File: config.mk
export PLATFORM = sky130hd
export DESIGN_NAME = key_event_ctrl
export DESIGN_NICKNAME = d
export VERILOG_FILES = /design/src/rtl/key_pkg.sv /design/src/rtl/key_evt_fifo.sv /design/src/rtl/key_event_ctrl.sv
export SDC_FILE = /design/constraint.sdc
export NUM_CORES = 1
export LEC_CHECK = 0
export CORE_AREA = 8 8 134 74
export CTS_CLUSTER_DIAMETER = 80
export DETAILED_ROUTE_END_ITERATION = 6
export DIE_AREA = 0 0 142 82
export PLACE_DENSITY_LB_ADDON = 0.2
export RECOVER_POWER = 50
export SETUP_SLACK_MARGIN = 0.05
export SLEW_MARGIN = 20
export SYNTH_ARGS = -nofsm -noshare
export SYNTH_HDL_FRONTEND = slang
export SYNTH_SLANG_ARGS = --single-unit
File: constraint.sdc
create_clock -name clk -period 13.1 [get_ports clk]
set_clock_uncertainty 0.05 [all_clocks]
set_input_delay 1.965 -clock clk [delete_from_list [all_inputs] [get_ports clk]]
set_output_delay 1.965 -clock clk [all_outputs]
set_load 0.02 [all_outputs]
File: src/rtl/key_pkg.sv
// Shared types and constants for the keypad event controller.
package key_pkg;

    localparam int unsigned EVT_W          = 8;
    localparam int unsigned EVT_PRESS_BIT  = 7;
    localparam int unsigned EVT_REPEAT_BIT = 6;
    localparam int unsigned KEY_W          = 16;
    localparam int unsigned IDX_W          = 4;

    localparam logic [KEY_W-1:0] KEY_NONE = 16'hFFFF;

    typedef enum logic [1:0] {
        IDLE = 2'd0,
        HELD = 2'd1,
        SWAP = 2'd2
    } key_state_t;

    typedef struct packed {
        logic             press;
        logic             rpt;
        logic [1:0]       rsvd;
        logic [IDX_W-1:0] idx;
    } key_evt_t;

    // Assemble an event word from its fields; reserved bits stay zero.
    function automatic key_evt_t mk_evt(input logic press, input logic rpt,
                                        input logic [IDX_W-1:0] idx);
        logic [EVT_W-1:0] e;
        e                 = '0;
        e[EVT_PRESS_BIT]  = press;
        e[EVT_REPEAT_BIT] = rpt;
        e[IDX_W-1:0]      = idx;
        return key_evt_t'(e);
    endfunction

endpackage

File: src/rtl/key_evt_fifo.sv
// Synchronous DEPTH-entry event FIFO with flush; head entry is shown combinationally.
module key_evt_fifo
    import key_pkg::*;
#(
    parameter int unsigned DEPTH = 4
) (
    input  logic                     clk,
    input  logic                     resetn,
    input  logic                     push,
    input  key_evt_t                 push_data,
    input  logic                     pop,
    input  logic                     flush,
    output key_evt_t                 rd_data,
    output logic [$clog2(DEPTH):0]   count,
    output logic                     full,
    output logic                     empty
);

    localparam int unsigned PTR_W = $clog2(DEPTH);
    localparam int unsigned CNT_W = PTR_W + 1;

    key_evt_t          mem [DEPTH];
    logic [PTR_W-1:0]  wr_ptr;
    logic [PTR_W-1:0]  rd_ptr;
    logic              do_push;
    logic              do_pop;

    assign full    = (count == CNT_W'(DEPTH));
    assign empty   = (count == '0);
    assign do_pop  = pop && !empty;
    // A full FIFO still accepts a push when the head leaves in the same cycle.
    assign do_push = push && (!full || do_pop);
    assign rd_data = mem[rd_ptr];

    always_ff @(posedge clk or negedge resetn) begin
        if (!resetn) begin
            for (int i = 0; i < DEPTH; i++) mem[i] <= '0;
            wr_ptr <= '0;
            rd_ptr <= '0;
            count  <= '0;
        end else if (flush) begin
            wr_ptr <= '0;
            rd_ptr <= '0;
            count  <= '0;
        end else begin
            if (do_push) begin
                mem[wr_ptr] <= push_data;
                wr_ptr      <= PTR_W'(wr_ptr + PTR_W'(1));
            end
            if (do_pop) rd_ptr <= PTR_W'(rd_ptr + PTR_W'(1));
            case ({do_push, do_pop})
                2'b10:   count <= CNT_W'(count + CNT_W'(1));
                2'b01:   count <= CNT_W'(count - CNT_W'(1));
                default: count <= count;
            endcase
        end
    end

endmodule

File: src/rtl/key_event_ctrl.sv
// Keypad press/release event generator feeding a drainable event FIFO.
// Optional auto-repeat while a key is held: define KEY_REPEAT_EN.
module key_event_ctrl
    import key_pkg::*;
#(
    parameter int unsigned DEPTH         = 4,
    parameter logic [23:0] REPEAT_DELAY  = 24'd5_000_000,
    parameter logic [23:0] REPEAT_PERIOD = 24'd1_000_000
) (
    input  logic                     clk,
    input  logic                     resetn,
    input  logic [KEY_W-1:0]         key_info,
    output logic                     evt_valid,
    input  logic                     evt_ready,
    output logic [EVT_W-1:0]         evt_data,
    output logic [$clog2(DEPTH):0]   evt_count,
    output logic                     overflow,
    input  logic                     clear
);

    key_state_t        state, state_n;
    logic [KEY_W-1:0]  key_q;
    logic [KEY_W-1:0]  key_low;
    logic              key_single;
    logic              key_none;
    logic [IDX_W-1:0]  key_idx;
    logic [IDX_W-1:0]  cur, cur_n;
    logic [IDX_W-1:0]  nxt, nxt_n;
    logic              push_c;
    key_evt_t          push_evt;
    logic              pop_c;
    logic              rpt_fire_c;
    logic              fifo_full;
    logic              fifo_empty;
    key_evt_t          fifo_head;

    // Key status decode: exactly one pressed key, or none at all.
    always_comb begin
        key_low    = ~key_q;
        key_single = $onehot(key_low);
        key_none   = (key_q == KEY_NONE);
        key_idx    = '0;
        for (int i = 0; i < KEY_W; i++) begin
            if (key_low[i]) key_idx = IDX_W'(i);
        end
    end

    always_ff @(posedge clk or negedge resetn) begin
        if (!resetn) begin
            key_q <= KEY_NONE;
            state <= IDLE;
            cur   <= '0;
            nxt   <= '0;
        end else begin
            key_q <= key_info;
            state <= state_n;
            cur   <= cur_n;
            nxt   <= nxt_n;
        end
    end

    // Next state and push strobe; multi-key patterns fall through and hold state.
    always_comb begin
        state_n  = state;
        cur_n    = cur;
        nxt_n    = nxt;
        push_c   = 1'b0;
        push_evt = mk_evt(1'b0, 1'b0, cur);
        case (state)
            IDLE: begin
                if (key_single) begin
                    push_c   = 1'b1;
                    push_evt = mk_evt(1'b1, 1'b0, key_idx);
                    cur_n    = key_idx;
                    state_n  = HELD;
                end
            end
            HELD: begin
                if (key_none) begin
                    push_c   = 1'b1;
                    push_evt = mk_evt(1'b0, 1'b0, cur);
                    state_n  = IDLE;
                end else if (key_single && (key_idx != cur)) begin
                    push_c   = 1'b1;
                    push_evt = mk_evt(1'b0, 1'b0, cur);
                    nxt_n    = key_idx;
                    state_n  = SWAP;
                end else if (rpt_fire_c) begin
                    push_c   = 1'b1;
                    push_evt = mk_evt(1'b1, 1'b1, cur);
                end
            end
            SWAP: begin
                push_c   = 1'b1;
                push_evt = mk_evt(1'b1, 1'b0, nxt);
                cur_n    = nxt;
                state_n  = HELD;
            end
            default: state_n = IDLE;
        endcase
    end

`ifdef KEY_REPEAT_EN
    logic [23:0] rpt_cnt;
    logic        rpt_first;
    logic [23:0] rpt_limit;

    // First repeat waits REPEAT_DELAY cycles, later ones REPEAT_PERIOD.
    assign rpt_limit  = rpt_first ? REPEAT_DELAY : REPEAT_PERIOD;
    assign rpt_fire_c = (state == HELD) && (24'(rpt_cnt + 24'd1) == rpt_limit);

    always_ff @(posedge clk or negedge resetn) begin
        if (!resetn) begin
            rpt_cnt   <= '0;
            rpt_first <= 1'b1;
        end else if ((state != HELD) || (state_n != HELD)) begin
            rpt_cnt   <= '0;
            rpt_first <= 1'b1;
        end else if (rpt_fire_c) begin
            rpt_cnt   <= '0;
            rpt_first <= 1'b0;
        end else begin
            rpt_cnt   <= 24'(rpt_cnt + 24'd1);
        end
    end
`else
    logic unused_rpt_params;

    assign rpt_fire_c        = 1'b0;
    assign unused_rpt_params = ^{REPEAT_DELAY, REPEAT_PERIOD};
`endif

    assign evt_valid = !fifo_empty;
    assign pop_c     = evt_valid && evt_ready;
    assign evt_data  = fifo_head;

    // Sticky drop flag; a same-cycle pop makes room so nothing is lost.
    always_ff @(posedge clk or negedge resetn) begin
        if (!resetn) begin
            overflow <= 1'b0;
        end else if (clear) begin
            overflow <= 1'b0;
        end else if (push_c && fifo_full && !pop_c) begin
            overflow <= 1'b1;
        end
    end

    key_evt_fifo #(
        .DEPTH (DEPTH)
    ) u_fifo (
        .clk       (clk),
        .resetn    (resetn),
        .push      (push_c),
        .push_data (push_evt),
        .pop       (pop_c),
        .flush     (clear),
        .rd_data   (fifo_head),
        .count     (evt_count),
        .full      (fifo_full),
        .empty     (fifo_empty)
    );

endmodule

# Word-level counts from Yosys, hierarchy flattened

Index checks and enable logic that the tools add are counted.

Add/sub/neg operators: 19
Order comparisons: 3
Equal/unequal tests: 10
Mux-type cells: 41
Bitwise logic cells: 5
Reductions and logical operators: 22

Operator list:

| kind                                                     | number |
|---|---|
| 2-to-1 mux 4 bit                                         | 13 |
| bitwise mux 32 bit                                       | 1 |
| 2-to-1 mux 8 bit                                         | 4 |
| 2-to-1 mux 2 bit                                         | 9 |
| adder 1 x 1 -> 2 bit                                     | 8 |
| binary-select mux 8 bit (select 2 bit)                   | 1 |
| demux 8 bit (select 2 bit)                               | 1 |
| == test 16 bit, second input constant                    | 1 |
| NOT 16 bit                                               | 1 |
| one-hot mux 8 bit (2 select lines)                       | 1 |
| adder 2 x 2 -> 3 bit                                     | 4 |
| adder 3 x 3 -> 4 bit                                     | 2 |
| one-hot mux 4 bit (2 select lines)                       | 1 |
| nonzero test 2 bit                                       | 4 |
| logical AND 1 bit                                        | 7 |
| greater-or-equal comparator 3 bit, second input constant | 2 |
| 2-to-1 mux 1 bit                                         | 6 |
| NOT 2 -> 3 bit                                           | 2 |
| one-hot mux 2 bit (3 select lines)                       | 1 |
| one-hot mux 3 bit (2 select lines)                       | 1 |
| AND reduction 2 bit                                      | 3 |
| adder 4 x 4 -> 5 bit                                     | 1 |
| == test 5 x 1 -> 1 bit, second input constant            | 1 |
| adder 2 x 1 -> 2 bit, second input constant              | 2 |
| other kinds (18)                                         | 23 |

Bits in registers: 66
Input bits: 20
Logic and storage cells: 124

# Longest topological paths before layout

Gate-level depths: netlist (run 1).

Depth after elaboration: 25
Gate-level depth with buffers: 19

# By module

A second synthesis (run 1) with hierarchy kept.

Cell total of the unflattened synthesis: 289
Area total of the unflattened synthesis: 3597.2 um2

By module, submodules not included:

| module         | times used | cells an instance | area each (um2) | seq. area each (um2) |
|---|---|---|---|---|
| key_evt_fifo   | 1          | 139               | 1939.4          | 975.9 |
| key_event_ctrl | 1          | 150               | 1657.8          | 695.7 |

# Worst setup path before layout (run 1)

OpenSTA, ideal clock, no wires.

Path type: register to register
From: reg key_q[13]
To: reg u_fifo.count[2]
Setup time: 0.128 ns
Data arrival time: 5.036 ns
Data required time: 12.922 ns
Slack: 7.887 ns
Cell stages (with the launch flop): 18
Path buffers: 0
Cells stage by stage: dfstp_2 inv_1 fa_1 fa_1 inv_1 fa_1 inv_1 fa_1 ha_1 fa_1 nor4b_1 o21ai_2 a21o_1 nand2_2 nor3_4 fa_1 mux2i_1 mux2_1

Longest elaborated chain between the ends: 14

Ends and longest elaborated chain:

| item                                                    | line                 | RTL |
|---|---|---|
| start: declaration                                      | key_event_ctrl.sv:22 | `logic [KEY_W-1:0] key_q;` |
| start signal: assignment                                | key_event_ctrl.sv:55 | `key_q <= key_info;` |
| NOT 16 bit                                              | key_event_ctrl.sv:39 | `key_low = ~key_q;` |
| adder 1 x 1 -> 2 bit (not written as such)              | key_event_ctrl.sv:40 | `key_single = $onehot(key_low);` |
| adder 2 x 2 -> 3 bit (not written as such)              | key_event_ctrl.sv:40 |  |
| adder 3 x 3 -> 4 bit (not written as such)              | key_event_ctrl.sv:40 |  |
| adder 4 x 4 -> 5 bit (not written as such)              | key_event_ctrl.sv:40 |  |
| == test 5 x 1 -> 1 bit                                  | key_event_ctrl.sv:40 |  |
| logical AND 1 bit                                       | key_event_ctrl.sv:83 | `end else if (key_single && (key_idx != cur)) begin` |
| 2-to-1 mux 1 bit                                        | key_event_ctrl.sv:83 |  |
| 2-to-1 mux 1 bit                                        | key_event_ctrl.sv:79 | `if (key_none) begin` |
| one-hot mux 1 bit (3 select lines) *                    | key_event_ctrl.sv:69 | `case (state)` |
| logical AND 1 bit *                                     | key_evt_fifo.sv:32   | `assign do_push = push && (!full \|\| do_pop);` |
| == test 2 x 1 -> 1 bit or == test 2 bit (tied branches) | key_evt_fifo.sv:51   | `case ({do_push, do_pop})` |
| one-hot mux 3 bit (2 select lines)                      | key_evt_fifo.sv:51   |  |
| 2-to-1 mux 3 bit                                        | key_evt_fifo.sv:41   | `end else if (flush) begin` |
| end signal: assignment                                  | key_evt_fifo.sv:52   | `2'b10: count <= CNT_W'(count + CNT_W'(1));` |
| end signal: assignment                                  | key_evt_fifo.sv:53   | `2'b01: count <= CNT_W'(count - CNT_W'(1));` |
| end signal: assignment                                  | key_evt_fifo.sv:54   | `default: count <= count;` |
| end: declaration                                        | key_evt_fifo.sv:14   | `output logic [$clog2(DEPTH):0] count,` |

Every way passes the cells marked *; elsewhere a longest branch is shown, timed or not.
A chain may end at the register's enable or synchronous reset.

# Worst setup path in the final report (run 1)

From: reg key_q[11]
To: reg u_fifo.count[1]

Longest elaborated chain between the ends: 15

Ends and longest elaborated chain:

| item                                                                          | line |
|---|---|
| parallel branches: the longest is 10 deep, another holds adder 4 x 4 -> 5 bit | -- |
| one-hot mux 1 bit (3 select lines) *                                          | key_event_ctrl.sv:69 |
| logical AND 1 bit *                                                           | key_evt_fifo.sv:32 |
| == test 2 x 1 -> 1 bit or == test 2 bit (tied branches)                       | key_evt_fifo.sv:51 |
| one-hot mux 3 bit (2 select lines)                                            | key_evt_fifo.sv:51 |
| 2-to-1 mux 3 bit                                                              | key_evt_fifo.sv:41 |

Every way passes the cells marked *.

==> results of run 1 <==
==> state kept, by name (all words and copies together), names as in the netlist <==
register	flops
u_fifo.mem	20
key_q	16
cur	4
nxt	4
u_fifo.count	3
state	2
u_fifo.rd_ptr	2
u_fifo.wr_ptr	2
overflow	1
==> report_power, final <==
part / switching (mW) / internal, mW / total, mW
sequential: 0.0349 / 0.207 / 0.242
combinational: 0.173 / 0.142 / 0.314
clock: 0.0610 / 0.0830 / 0.144
total: 0.269 / 0.432 / 0.700
==> cells in the final DEF (no fill, tap or decap), drive strengths merged, types with 3 or more instances in the layout <==
cell type,instances
clkdlybuf4s50,12
o21ai,10
clkbuf,8
conb,3
nor4b,8
nor3,6
a21o,3
ha,10
nand4,4
dfstp,16
nor2,10
inv,34
dfrtp,38
mux2,20
mux4,5
nand2,14
mux2i,5
nand2b,3
a21oi,15
nand3,4
fa,11
a31oi,3
dlygate4sd3,16
==> logic make-up after synthesis <==
kind of cell / share of synthesized area, %
fa+ha+maj: 11.1
simple gates: 15.8
compound gates: 9.61
other cells: 0.121
buf+inv: 5.51
xor+xnor: 0.845
flops: 44.1
mux: 13.0
==> layout make-up <==
type,count,area [µm²]
fill,742,4510
multi-input combinational,164,1580
sequential,54,1370
timing repair buffer,31,297
clock buffer,7,154
tap,117,146
inverter,34,128
clock inverter,1,8.76
==> final timing paths <==
check | startpoint | end | slack, ns | cells past startpoint
setup / recovery | key_q[11]$_DFF_PN1_ | u_fifo.count[1]$_DFFE_PN0P_ | 7.43 | 19
hold / removal | u_fifo.mem[27]$_DFFE_PN0P_ | u_fifo.mem[27]$_DFFE_PN0P_ | 0.43 | 1
setup reg to reg | key_q[11]$_DFF_PN1_ | u_fifo.count[1]$_DFFE_PN0P_ | 7.43 | 19
hold reg to reg | u_fifo.mem[27]$_DFFE_PN0P_ | u_fifo.mem[27]$_DFFE_PN0P_ | 0.43 | 1
max in group asynchronous | resetn | u_fifo.mem[3]$_DFFE_PN0P_ | 8.77 | 2
min in group asynchronous | resetn | state[1]$_DFFE_PN0P_ | 2.63 | 2
==> stage by stage <==
step / utilization (%) / total power, mW
finish: 45.0 / 0.700
global route: 45.0 / 0.754
CTS: 45.0 / 0.710
detailed placement: 43.0 / 0.560
global placement: 43.0 / 0.555
floorplan: - / 0.463
==> layer usage <==
layer	track usage, %	routed length (µm)
met3	3.19	222
met5	0	0
met1	19.5	3860
met4	3.51	57
met2	15.9	2480
==> impl_metrics.py, run 1 <==
metrics = {
    "logic_synthesis": {
        "syn-cell-area_um2": 3110,
        "synth_top_cell_area_share_pct": 30.6,
        "synth_cell_types": 58,
        "yosysSeqAreaShare_pct": 44.1,
        "synth_cells": 258,
        "avgSynthCellArea_um2": 12.1,
        "synth-edff-count": 0,
        "synth_commonest_cells": "dfrtp_1 (38), inv_1 (34), dfstp_2 (16)",
        "synth_area_leaders": "dfrtp_1 (31%), dfstp_2 (14%), fa_1 (7.1%)",
        "synthFlopType": "dfrtp_1",
        "ys_ff_latch": 54,
        "yosys_warnings": 0,
        "synth.most_common_cell": "dfrtp_1",
        "yosysTopAreaCell": "dfrtp_1",
        "synthArstFlopShare_pct": 100,
    },
    "sta": {
        "maxSlewHeadroom_pct": -89.6,
        "maxSlewViolCount": 55,
        "hold_violations": 0,
        "holdWs_ns": 0.434,
        "rsz0062_at_grt": "false",
        "finalWorstSetupSlack_ns": 7.43,
        "max_freq_mhz": 176,
        "setup_viol": 0,
        "worst_slew_pin_slew_ns": 2.84,
        "period_share_pct": 43.3,
        "final.min_clock_period_ns": 5.67,
        "setup_tns_ns": 0,
    },
    "worst_setup_path": {
        "cp-start-kind": "flip-flop",
        "critPathBufInv": 3,
        "slowest_stage": "dfstp_2",
        "crit_family": "adder cells",
        "cpMostUsedCell": "fa_1",
        "crit_type": "reg2reg",
        "worst_setup_path_end_kind": "flip-flop",
        "crit_required_ns": 13.19,
        "max_stage_delay_ns": 0.61,
        "path_cells": "inv_1 -> fa_1 -> fa_1 -> inv_1 -> fa_1 -> inv_1 -> fa_1 -> ha_1 -> fa_1 -> and3_1 -> o21ai_2 -> a21o_1 -> nand2_2 -> nor3_4 -> fa_1 -> nand3b_1 -> a21oi_1 -> a31oi_1 -> a31oi_1",
        "cp_max_fo": 9,
        "arrival_ns": 5.77,
    },
    "finish": {
        "n_antenna_cell": 0,
        "fin_area_um2": 3690,
        "layout-drive-gt1-share_pct": 19.2,
        "nets": 331,
        "layout.cells.non_filler": 408,
        "syn_to_final_growth_pct": 18.5,
    },
    "routing": {
        "finalWirelength_mm": 6.62,
        "ant_nets": 0,
        "drt_iter0_drc": 121,
        "drc": 0,
        "dr.pass1.iters": 4,
        "viasPerCell": 4.85,
        "drt-wirelength-per-cell_um": 16.2,
        "num_vias": 1977,
    },
    "floorplanning": {
        "row_count": 24,
        "dieArea_um2": 11600,
        "coreArea_um2": 8200,
        "ios": 33,
        "die_w_um": 142,
        "dieHeight_um": 82,
        "start_util_pct": 37.9,
    },
    "global_routing": {
        "track_usage_pct": 12.4,
        "grt_pass1_vias": 2031,
        "grt_pass1_wl_mm": 11.0,
        "grt_max_degree": 55,
        "antenna_found_initial": 0,
        "gr-total-overflow": 0,
    },
    "power_and_ir_drop": {
        "power_leakage_nw": 1.60,
        "powerDensity_nw_per_um2": 190,
        "ir_drop_mv": 0.0794,
    },
    "clock_tree": {
        "root_buffer": "clkbuf_16",
        "cts_max_path_buffers": 2,
        "cts_max_level": 2,
        "clk_pin_slew_worst_paths_ns": 0.07,
        "post_cts_buffers": 0,
        "clock_latency_ns": 0.29,
        "cts_tree": "built",
        "hold_buffers": 0,
        "cts-buffers-inserted": 5,
        "ctsResizeCount": 0,
        "cts.sinks": 54,
    },
    "status": {
        "status": "complete, but fails checks",
        "violations": "max-capacitance violations, max-slew violations",
    },
    "worst_hold_path": {
        "hold_class": "reg2reg",
    },
    "place": {
        "dp_slack_ns": 7.47,
        "dpl-instance-area_um2": 3530,
        "dp_hpwl_mm": 5.03,
        "gp_congestion": 0.843,
        "dpl.cell_count": 400,
        "port-buffer-count": 29,
    },
    "run": {
        "max_cap_viol_count": 1,
    },
}
(Power assumes the default switching activity.)
==> inputs of run 2 (changes only) <==
==> constraint.sdc (replaced) <==
create_clock -name clk -period 5 [get_ports clk]
set_clock_uncertainty 0.05 [all_clocks]
set_input_delay 0.75 -clock clk [delete_from_list [all_inputs] [get_ports clk]]
set_output_delay 0.75 -clock clk [all_outputs]
set_load 0.02 [all_outputs]
==> run 2 against run 1 <==
  * The flow finishes with violations (max-capacitance violations, max-slew violations, negative setup slack)
  * Sequential power increased to 2.6 times the previous value
  * Cell area increased by 12%
  * Total power increased to 3.0 times the previous value
  * Routed wire length increased by 4.5%
  * Register-to-register slack got worse by 7.6 ns
  * Clock power increased by 140%
  * Via count increased by 8.3%
  * Clock-buffer cell count decreased by 1
  * Cell count increased by 9.3%
  * Hold slack improved by 0.028 ns
  * Critical path type unchanged
  * Core utilization increased by 5.5 points
  * Combinational power increased to 3.6 times the previous value
==> impl_metrics.py, run 2 (same netlist as run 1, synthesis figures left out) <==
metrics = {
    "status": {
        "status": "complete, but fails checks",
        "violations": "max-capacitance violations, max-slew violations, negative setup slack",
    },
    "worst_setup_path": {
        "slowest_stage": "fa_1",
        "path_cells": "inv_2 -> fa_1 -> inv_2 -> fa_1 -> fa_1 -> inv_1 -> fa_1 -> ha_2 -> fa_1 -> nor4b_4 -> o21ai_4 -> a21o_1 -> nand2_4 -> nor3_4 -> fa_1 -> nand3b_1 -> a21oi_1 -> a31oi_1 -> a31oi_1",
        "cpMostUsedCell": "fa_1",
        "cp_max_fo": 3,
        "cp_num_cells": 19,
        "worst_setup_path_end_kind": "flip-flop",
        "startpoint": "key_q[0]$_DFF_PN1_",
        "cp-start-kind": "flip-flop",
        "critPathBufInv": 3,
        "rr_worst_depth": 19,
        "crit_end": "u_fifo.count[1]$_DFFE_PN0P_",
        "rr_endpoint": "u_fifo.count[1]$_DFFE_PN0P_",
        "r2r_slack_ns": -0.15,
        "max_stage_delay_ns": 0.55,
        "arrival_ns": 5.30,
        "r2r-start": "key_q[0]$_DFF_PN1_",
        "crit_type": "reg2reg",
        "crit_family": "adder cells",
        "crit_required_ns": 5.15,
    },
    "routing": {
        "ant_nets": 0,
        "viasPerCell": 4.80,
        "drt-wirelength-per-cell_um": 15.5,
        "drc": 0,
        "finalWirelength_mm": 6.92,
        "dr.pass1.iters": 4,
        "drt_iter0_drc": 163,
        "num_vias": 2142,
    },
    "clock_tree": {
        "cts_tree": "built",
        "cts-buffers-inserted": 5,
        "cts.sinks": 54,
        "root_buffer": "clkbuf_16",
        "clk_pin_slew_worst_paths_ns": 0.07,
        "cts_max_path_buffers": 2,
        "cts_max_level": 2,
        "clock_latency_ns": 0.29,
        "hold_buffers": 0,
    },
    "finish": {
        "area.sequential_um2": 1370,
        "final_common_cell": "dfrtp_1",
        "layout.cells.non_filler": 446,
        "reg.largest.list": "u_fifo.mem: 20 flops, key_q: 16 flops",
        "largest_register_ffs": 20,
        "n_antenna_cell": 0,
        "fin_util_pct": 50.4,
        "final_cell_mix": "dfrtp_1 (38), inv_1 (31), buf_4 (28), mux2_4 (19)",
        "multi_input_area_um2": 1720,
        "layout-drive-gt1-share_pct": 35.3,
        "fillers": 695,
        "fin_area_um2": 4140,
        "regMostFlops": "u_fifo.mem",
        "syn_to_final_growth_pct": 32.9,
        "nets": 369,
    },
    "floorplanning": {
        "row_count": 24,
        "die_w_um": 142,
        "dieHeight_um": 82,
        "ios": 33,
        "coreArea_um2": 8200,
        "start_util_pct": 37.9,
        "dieArea_um2": 11600,
    },
    "sta": {
        "hold_violations": 0,
        "rsz0062_at_grt": "true",
        "holdWs_ns": 0.461,
        "worst_slew_pin_slew_ns": 2.84,
        "max_freq_mhz": 194,
        "final.min_clock_period_ns": 5.15,
        "setup_viol": 20,
        "setup_tns_ns": -0.950,
        "finalWorstSetupSlack_ns": -0.152,
        "period_share_pct": 103,
        "maxSlewHeadroom_pct": -89.2,
        "maxSlewViolCount": 55,
    },
    "global_routing": {
        "antenna_found_initial": 0,
        "track_usage_pct": 13.3,
        "gr-total-overflow": 0,
        "grt_pass1_wl_mm": 12.1,
        "grt_pass1_vias": 2242,
        "grt_max_degree": 55,
    },
    "worst_hold_path": {
        "hold_class": "reg2reg",
    },
    "power_and_ir_drop": {
        "ir_drop_mv": 0.216,
        "power_leakage_nw": 1.82,
        "p_total_mw": 2.11,
        "powerDensity_nw_per_um2": 510,
    },
    "place": {
        "dp_slack_ns": -0.215,
        "port-buffer-count": 29,
        "dpl-instance-area_um2": 3740,
        "gp_congestion": 0.832,
        "dpl.cell_count": 422,
        "dp_hpwl_mm": 5.22,
    },
    "run": {
        "max_cap_viol_count": 1,
    },
}
-- run 2: cell types whose count changed in the layout (fill, tap and decap cells not counted), moves of 2 or more --
cell	delta
o21ai_0	-2
a21oi_1	-2
o21ai_1	+2
inv_2	+3
mux2_1	-10
buf_4	+27
mux2_4	+15
mux2_2	-5
inv_1	-3
buf_6	+10
-- run 2: what timing repair did --
action	in CTS	in global routing
pin swaps	8	6
endpoints found under the hold margin	0	0
buffers inserted	14	2
gates resized for setup	28	6
setup endpoints to repair	22	33
-- run 2: power breakdown --
part	switching [mW]	leakage (nW)	total (mW)	internal, mW
sequential	0.0967	0.654	0.638	0.541
combinational	0.528	1.09	1.13	0.599
clock	0.159	0.0674	0.346	0.187
-- run 2: cell type report --
class | instances | area share (%)
multi-input cells | 164 | 41.5
flip-flops and latches | 54 | 33.2
repair buffers | 69 | 15.3
well taps | 117 | 3.54
clock buffers | 6 | 3.12
inverters | 34 | 3.09
clock inverters | 2 | 0.333
-- run 2: worst reg2reg max path: stages (launching register included) --
cell and delay, ns:
dfstp_2 0.54, inv_2 0.04, fa_1 0.55, inv_2 0.05, fa_1 0.48, fa_1 0.51
inv_1 0.05, fa_1 0.49, ha_2 0.18, fa_1 0.44, nor4b_4 0.27, o21ai_4 0.11
a21o_1 0.21, nand2_4 0.11, nor3_4 0.05, fa_1 0.51, nand3b_1 0.08, a21oi_1 0.12
a31oi_1 0.06, a31oi_1 0.17
-- run 2: metal layers --
| metal | share of wire (%) | track usage (%) |
|---|---|---|
| met2 | 38 | 17.6 |
| met3 | 7.0 | 3.60 |
| met4 | 0.77 | 3.19 |
| met5 | 0 | 0 |
| met1 | 54 | 20.4 |
-- run 2: how the worst min path moves through the flow --
stage                                           from                    endpoint  slack, ns  cells past startpoint
after floorplan                               resetn          cur[0]$_DFFE_PN0P_       0.40                      0
after global placement    u_fifo.mem[23]$_DFFE_PN0P_  u_fifo.mem[23]$_DFFE_PN0P_       0.41                      1
after detailed placement  u_fifo.mem[15]$_DFFE_PN0P_  u_fifo.mem[15]$_DFFE_PN0P_       0.42                      1
after CTS                  u_fifo.mem[9]$_DFFE_PN0P_   u_fifo.mem[9]$_DFFE_PN0P_       0.46                      1
after global routing              nxt[2]$_DFFE_PN0P_          nxt[2]$_DFFE_PN0P_       0.48                      1
final                           overflow$_DFFE_PN0P_        overflow$_DFFE_PN0P_       0.46                      2
